File: src/rtl/pueo_trig_src_array.sv
// Array of independent timed trigger sources. Each channel detects an input edge,
// prescales it, computes an offset address and launches a phase-aligned trigger word.
module pueo_trig_src_array #(
    parameter int unsigned NCHAN         = 4,
    parameter int unsigned ADDR_BITS     = 12,
    parameter int unsigned CFG_BITS      = 16,
    parameter int unsigned PHASE_LEN     = 8,
    parameter int unsigned CAPTURE_PHASE = 2,
    parameter int unsigned HOLD_CYCLES   = 4,
    parameter int unsigned DROP_BITS     = 16
) (
    input  logic                          sysclk_i,
    input  logic                          rst_n_i,
    input  logic                          sysclk_phase_i,
    input  logic                          running_i,
    input  logic [ADDR_BITS-1:0]          cur_addr_i,
    input  logic [NCHAN-1:0]              trig_in_i,
    input  logic [NCHAN-1:0]              en_i,
    input  logic [NCHAN-1:0]              edge_pol_i,
    input  logic [NCHAN*CFG_BITS-1:0]     offset_i,
    input  logic [NCHAN*CFG_BITS-1:0]     prescale_i,
    input  logic [NCHAN-1:0]              prescale_update_i,
    input  logic [NCHAN*CFG_BITS-1:0]     holdoff_i,
    output logic [NCHAN*ADDR_BITS-1:0]    trig_addr_o,
    output logic [NCHAN*8-1:0]            metadata_o,
    output logic [NCHAN-1:0]              valid_o,
    output logic [NCHAN-1:0]              busy_o,
    output logic [NCHAN*DROP_BITS-1:0]    drop_count_o
);

    localparam int unsigned PH_W  = (PHASE_LEN > 1) ? $clog2(PHASE_LEN) : 1;
    localparam int unsigned SEQ_W = 7;

    typedef enum logic [1:0] {
        ST_IDLE    = 2'd0,
        ST_PENDING = 2'd1,
        ST_WRITE   = 2'd2,
        ST_HOLDOFF = 2'd3
    } state_t;

    logic [PH_W-1:0]  r_phase;
    logic             w_strobe;
    logic [NCHAN-1:0] r_s1, r_s2, r_s3;
    logic [NCHAN-1:0] w_edge, w_qual;

    // Phase counter realigned by the phase marker
    always_ff @(posedge sysclk_i or negedge rst_n_i) begin
        if (!rst_n_i) begin
            r_phase <= '0;
        end else if (sysclk_phase_i) begin
            r_phase <= '0;
        end else if (r_phase == PH_W'(PHASE_LEN - 1)) begin
            r_phase <= '0;
        end else begin
            r_phase <= r_phase + PH_W'(1);
        end
    end

    assign w_strobe = (r_phase == PH_W'(CAPTURE_PHASE));

    always_ff @(posedge sysclk_i or negedge rst_n_i) begin
        if (!rst_n_i) begin
            r_s1 <= '0;
            r_s2 <= '0;
            r_s3 <= '0;
        end else begin
            r_s1 <= trig_in_i;
            r_s2 <= r_s1;
            r_s3 <= r_s2;
        end
    end

    assign w_edge = (r_s2 & ~r_s3 & ~edge_pol_i) | (~r_s2 & r_s3 & edge_pol_i);
    assign w_qual = w_edge & en_i & {NCHAN{running_i}};

    for (genvar c = 0; c < NCHAN; c++) begin : g_ch
        state_t               r_state, w_state_nxt;
        logic [CFG_BITS-1:0]  r_cnt, w_cnt_nxt;
        logic [CFG_BITS-1:0]  r_psc, w_psc_nxt;
        logic [ADDR_BITS-1:0] r_addr, w_addr_nxt;
        logic [SEQ_W-1:0]     r_seq, w_seq_nxt;
        logic                 r_valid, w_valid_nxt;
        logic                 r_busy;
        logic [DROP_BITS-1:0] r_drop, w_drop_nxt;
        logic [CFG_BITS-1:0]  w_offset, w_prescale, w_holdoff;

        assign w_offset   = offset_i[c*CFG_BITS +: CFG_BITS];
        assign w_prescale = prescale_i[c*CFG_BITS +: CFG_BITS];
        assign w_holdoff  = holdoff_i[c*CFG_BITS +: CFG_BITS];

        always_ff @(posedge sysclk_i or negedge rst_n_i) begin
            if (!rst_n_i) begin
                r_state <= ST_IDLE;
                r_cnt   <= '0;
                r_psc   <= '0;
                r_addr  <= '0;
                r_seq   <= '0;
                r_valid <= 1'b0;
                r_busy  <= 1'b0;
                r_drop  <= '0;
            end else begin
                r_state <= w_state_nxt;
                r_cnt   <= w_cnt_nxt;
                r_psc   <= w_psc_nxt;
                r_addr  <= w_addr_nxt;
                r_seq   <= w_seq_nxt;
                r_valid <= w_valid_nxt;
                r_busy  <= (w_state_nxt != ST_IDLE);
                r_drop  <= w_drop_nxt;
            end
        end

        // Next-state: run-stop dominates; prescale update wins over an edge in IDLE
        always_comb begin
            w_state_nxt = r_state;
            w_cnt_nxt   = r_cnt;
            w_psc_nxt   = r_psc;
            w_addr_nxt  = r_addr;
            w_seq_nxt   = r_seq;
            w_valid_nxt = r_valid;
            w_drop_nxt  = r_drop;

            if (!running_i) begin
                w_state_nxt = ST_IDLE;
                w_valid_nxt = 1'b0;
                w_seq_nxt   = '0;
                w_drop_nxt  = '0;
                w_psc_nxt   = w_prescale;
            end else begin
                if (w_qual[c] && (r_state != ST_IDLE) && (r_drop != {DROP_BITS{1'b1}})) begin
                    w_drop_nxt = r_drop + DROP_BITS'(1);
                end
                if (prescale_update_i[c]) begin
                    w_psc_nxt = w_prescale;
                end
                unique case (r_state)
                    ST_IDLE: begin
                        if (w_qual[c] && !prescale_update_i[c]) begin
                            if (r_psc == '0) begin
                                w_psc_nxt   = w_prescale;
                                w_addr_nxt  = cur_addr_i - ADDR_BITS'(w_offset);
                                w_state_nxt = ST_PENDING;
                            end else begin
                                w_psc_nxt = r_psc - CFG_BITS'(1);
                            end
                        end
                    end
                    ST_PENDING: begin
                        if (w_strobe) begin
                            w_state_nxt = ST_WRITE;
                            w_valid_nxt = 1'b1;
                            w_cnt_nxt   = CFG_BITS'(HOLD_CYCLES - 1);
                        end
                    end
                    ST_WRITE: begin
                        if (r_cnt == '0) begin
                            w_state_nxt = ST_HOLDOFF;
                            w_valid_nxt = 1'b0;
                            w_seq_nxt   = r_seq + SEQ_W'(1);
                            w_cnt_nxt   = w_holdoff;
                        end else begin
                            w_cnt_nxt = r_cnt - CFG_BITS'(1);
                        end
                    end
                    ST_HOLDOFF: begin
                        if (r_cnt == '0) begin
                            w_state_nxt = ST_IDLE;
                        end else begin
                            w_cnt_nxt = r_cnt - CFG_BITS'(1);
                        end
                    end
                    default: w_state_nxt = ST_IDLE;
                endcase
            end
        end

        assign trig_addr_o[c*ADDR_BITS +: ADDR_BITS]  = r_addr;
        assign metadata_o[c*8 +: 8]                    = {1'b1, r_seq};
        assign valid_o[c]                              = r_valid;
        assign busy_o[c]                               = r_busy;
        assign drop_count_o[c*DROP_BITS +: DROP_BITS]  = r_drop;
    end

endmodule

File: config.mk
export PLATFORM = sky130hd
export DESIGN_NAME = pueo_trig_src_array
export DESIGN_NICKNAME = d
export VERILOG_FILES = /design/src/rtl/pueo_trig_src_array.sv
export SDC_FILE = /design/constraint.sdc
export NUM_CORES = 1
export LEC_CHECK = 0
export ABC_AREA = 1
export CORE_UTILIZATION = 37
export DETAILED_ROUTE_END_ITERATION = 6
export PLACE_DENSITY_LB_ADDON = 0.25
export SYNTH_ARGS = -nofsm -noshare
export SYNTH_HDL_FRONTEND = slang
export SYNTH_SLANG_ARGS = --single-unit
export TNS_END_PERCENT = 50
File: constraint.sdc
create_clock -name sysclk_i -period 2.3 [get_ports sysclk_i]
set_clock_uncertainty 0.15 [all_clocks]
set_input_delay 0.46 -clock sysclk_i [delete_from_list [all_inputs] [get_ports sysclk_i]]
set_output_delay 0.46 -clock sysclk_i [all_outputs]
set_load 0.01 [all_outputs]
==> reports/metrics.csv <==
stage;metric;value;unit
power_and_ir_drop;Worst VDD drop;0.000562;V
global_route;largest net degree at the start of global routing;54;
hold_path;Min-Delay Path Class;in2reg;
critical_path;Crit Path Category;reg2out;
timing;worst slew pin tran;492;ps
routing;Routed WL;71.8;mm
placed_design;PortBufs;355;
synthesis;flops & latches, synth;299;
timing;final worst setup slack;55.1;ps
synthesis;Gate Count Post-Synth;3353;
timing;achievable frequency;445;MHz
synthesis;Unique masters post-synth;56;
critical_path;Buf/Inv on CP;1;
synthesis;Seq/Total Area, Yosys;33.4;%
routing;DR pass1 iterations;6;
die;Core ar.;59500;um^2
clocking;TritonCTS Buffers;42;
placed_design;Post-Place Cells;4594;
die;initial core utilization;37.7;%
critical_path;WP data required;1690;ps
placed_design;final RePlAce weighted congestion;0.926;
clocking;CTS H-Tree Depth;2;
clocking;Root Buffer Master;clkbuf_16;
synthesis;biggest area consumer among synthesized cells;dfrtp_1;
synthesis;Mapped Area;22400;um^2
synthesis;synth top area cells;dfrtp_1 (33%), nand2_1 (18%), nor2_1 (6.1%), inv_1 (6.0%), nand3_1 (5.8%);
finish;Final Instance Count excl. Fillers;4680;
clocking;CTS Sinks;299;
timing;# setup viols final;0;
synthesis;top-area cell type share of the netlist area;33.4;%
die;row count;89;
global_route;total global-route track usage;23.0;%
critical_path;Startpoint Class;flip-flop;
clocking;Clk pin slew, worst setup/hold paths;50;ps
critical_path;CP top delay family;buffers and inverters;
routing;Post-DRT Antenna Nets;0;
finish;area grow syn2layout;31.9;%
routing;vias;22862;
critical_path;Critical Path End Type;primary output;
finish;commonest non-fill, non-tap cell in the layout;nand2_1;
synthesis;Syn Area/Cell;6.69;um^2
routing;Starting DRT DRC Count;1105;
finish;commonest cells after routing, fill and taps aside;nand2_1 (1091), nor2_1 (364), inv_1 (361), clkdlybuf4s50_1 (348), dfrtp_1 (295);
timing;final worst path period share;97.6;%
finish;share of layout cells above drive strength 1;10.8;%
global_route;GR Overflow Total;0;
routing;DRC violations left;0;
global_route;vias in the first global route;21716;
timing;Final Max Tran Viols;0;
critical_path;CP arrival;1630;ps
die;boundary pin count;376;
routing;drt via density;4.89;
die;Die X;248;um
die;Die Y;248;um
power_and_ir_drop;total power;16.9;mW
global_route;initial antenna violation count;16;
timing;Final min period;2240;ps
power_and_ir_drop;LEAKAGE;14.4;nW
clocking;Max clock buf depth;3;
placed_design;DP Wirelength;54.8;mm
timing;unrepaired setup endpoints after global routing;no;
timing;Hold Violations, Final;0;
critical_path;slowest CP cell;clkdlybuf4s50_1;
critical_path;slowest stage delay, CP;620;ps
clocking;CTS tree;built;
power_and_ir_drop;pwr/cell area;572;nW/um^2
timing;headroom to the max-slew limit;66.9;%
global_route;first-pass GRT wire length;113;mm
critical_path;Crit Path Max Fanout;5;
synthesis;predominant post-synthesis flop cell;dfrtp_1;
run;max_cap viols;0;
outcome;outcome;complete, no violations;
die;total die area;61600;um^2
critical_path;crit path cell chain;clkdlybuf4s50_1;
finish;Layout Nets;4169;
synthesis;Async S/R FF share, synth;100;%
placed_design;pre-CTS WS;-434;ps
synthesis;warnings from Yosys;0;
clocking;clk_lat worst skew;560;ps
synthesis;number of enable flip-flop cells after synthesis;0;
routing;drt wl/cell;15.3;um
kinds of logic after synthesis:
| family | count (synthesis) | synth area share (%) |
|---|---|---|
| xor+xnor | 130 | 5.08 |
| fa+ha+maj | 78 | 4.49 |
| compound gates | 409 | 10.3 |
| simple gates | 1958 | 37.8 |
| flops | 299 | 33.4 |
| buf+inv | 478 | 8.89 |
| other cells | 1 | 0.0167 |
final timing paths:
kind | startpoint | end | slack (ps) | depth (start not counted)
setup / recovery | g_ch[1].r_drop[11] | drop_count_o[27] | 60 | 1
hold / removal | trig_in_i[2] | r_s1[2] | 190 | 1
setup reg to reg | g_ch[3].r_state[0] | g_ch[3].r_psc[0] | 120 | 8
hold reg to reg | r_s1[0] | r_s2[0] | 190 | 0
max in group asynchronous | rst_n_i | g_ch[1].r_drop[12] | 1090 | 3
min in group asynchronous | rst_n_i | g_ch[1].r_cnt[12] | 230 | 2
power breakdown:
part	switching [mW]	leakage, nW	total, mW	internal, mW
Clock	2.62	0.701	6.79	4.17
Combinational	2.46	9.83	4.24	1.78
Sequential	0.326	3.92	5.90	5.57
cells in the mapped netlist, types with 8 or more instances:
master,instances
xnor2_1,34
nor2_2,25
o21ai_2,20
buf_2,27
nor2_1,364
clkbuf_1,28
ha_1,74
nand3b_1,17
o31ai_1,12
xor2_1,96
o21ai_0,153
inv_1,361
nand2_2,17
a31oi_1,18
dfrtp_1,299
a21oi_1,115
nand4_1,73
nor2_4,14
o21ai_1,45
a21o_1,9
or2_2,9
buf_4,23
buf_6,8
inv_2,13
o21bai_1,10
nand3_1,260
nand2_1,1094
nor3_1,47
metal layers:
metal | up-vias | global-route usage (%) | share of wire [%]
met4 | 16 | 7.96 | 2.8
met3 | 121 | 4.68 | 6.4
met2 | 549 | 37.3 | 46
li1 | 11776 | - | -
met1 | 10400 | 30.3 | 45
met5 | - | 0 | 0.14
flip-flops by register name, summed over array words and instances (netlist names):
name and count:
g_ch.r_state 8, g_ch.r_psc 64, g_ch.r_busy 4, r_s2 4, r_phase 3, g_ch.r_cnt 64
g_ch.r_addr 48, r_s1 4, g_ch.r_seq 28, r_s3 4, g_ch.r_drop 64, g_ch.r_valid 4
stage by stage:
step	hold slack [ps]	utilization [%]	area (um^2)	setup TNS [ps]
after detailed placement	185	47.2	28100	-9710
after CTS	154	49.7	29500	0
after floorplan	14.4	-	22400	0
after global placement	183	47.2	28100	-8700
after global routing	163	49.7	29600	0
final	192	49.7	29600	0
area by class of cell:
cell class	count	area (um^2)
Sequential cell	299	7490
Multi-Input combinational cell	2579	13000
Timing Repair Buffer	560	5230
Tap cell	773	967
Inverter	385	1470
Fill cell	6077	29900
Clock inverter	17	208
Antenna cell	8	20.0
Clock buffer	59	1230
timing repair:
action	4_1_cts	5_1_grt
hold buffers	1	0
setup endpoints to repair	3	23
gates resized for setup	3	13
cloned	0	0
buffers inserted	0	1
hold endpoints to repair	76	0
pin swaps	0	2
Note: power is estimated with default switching activity, not from simulation.
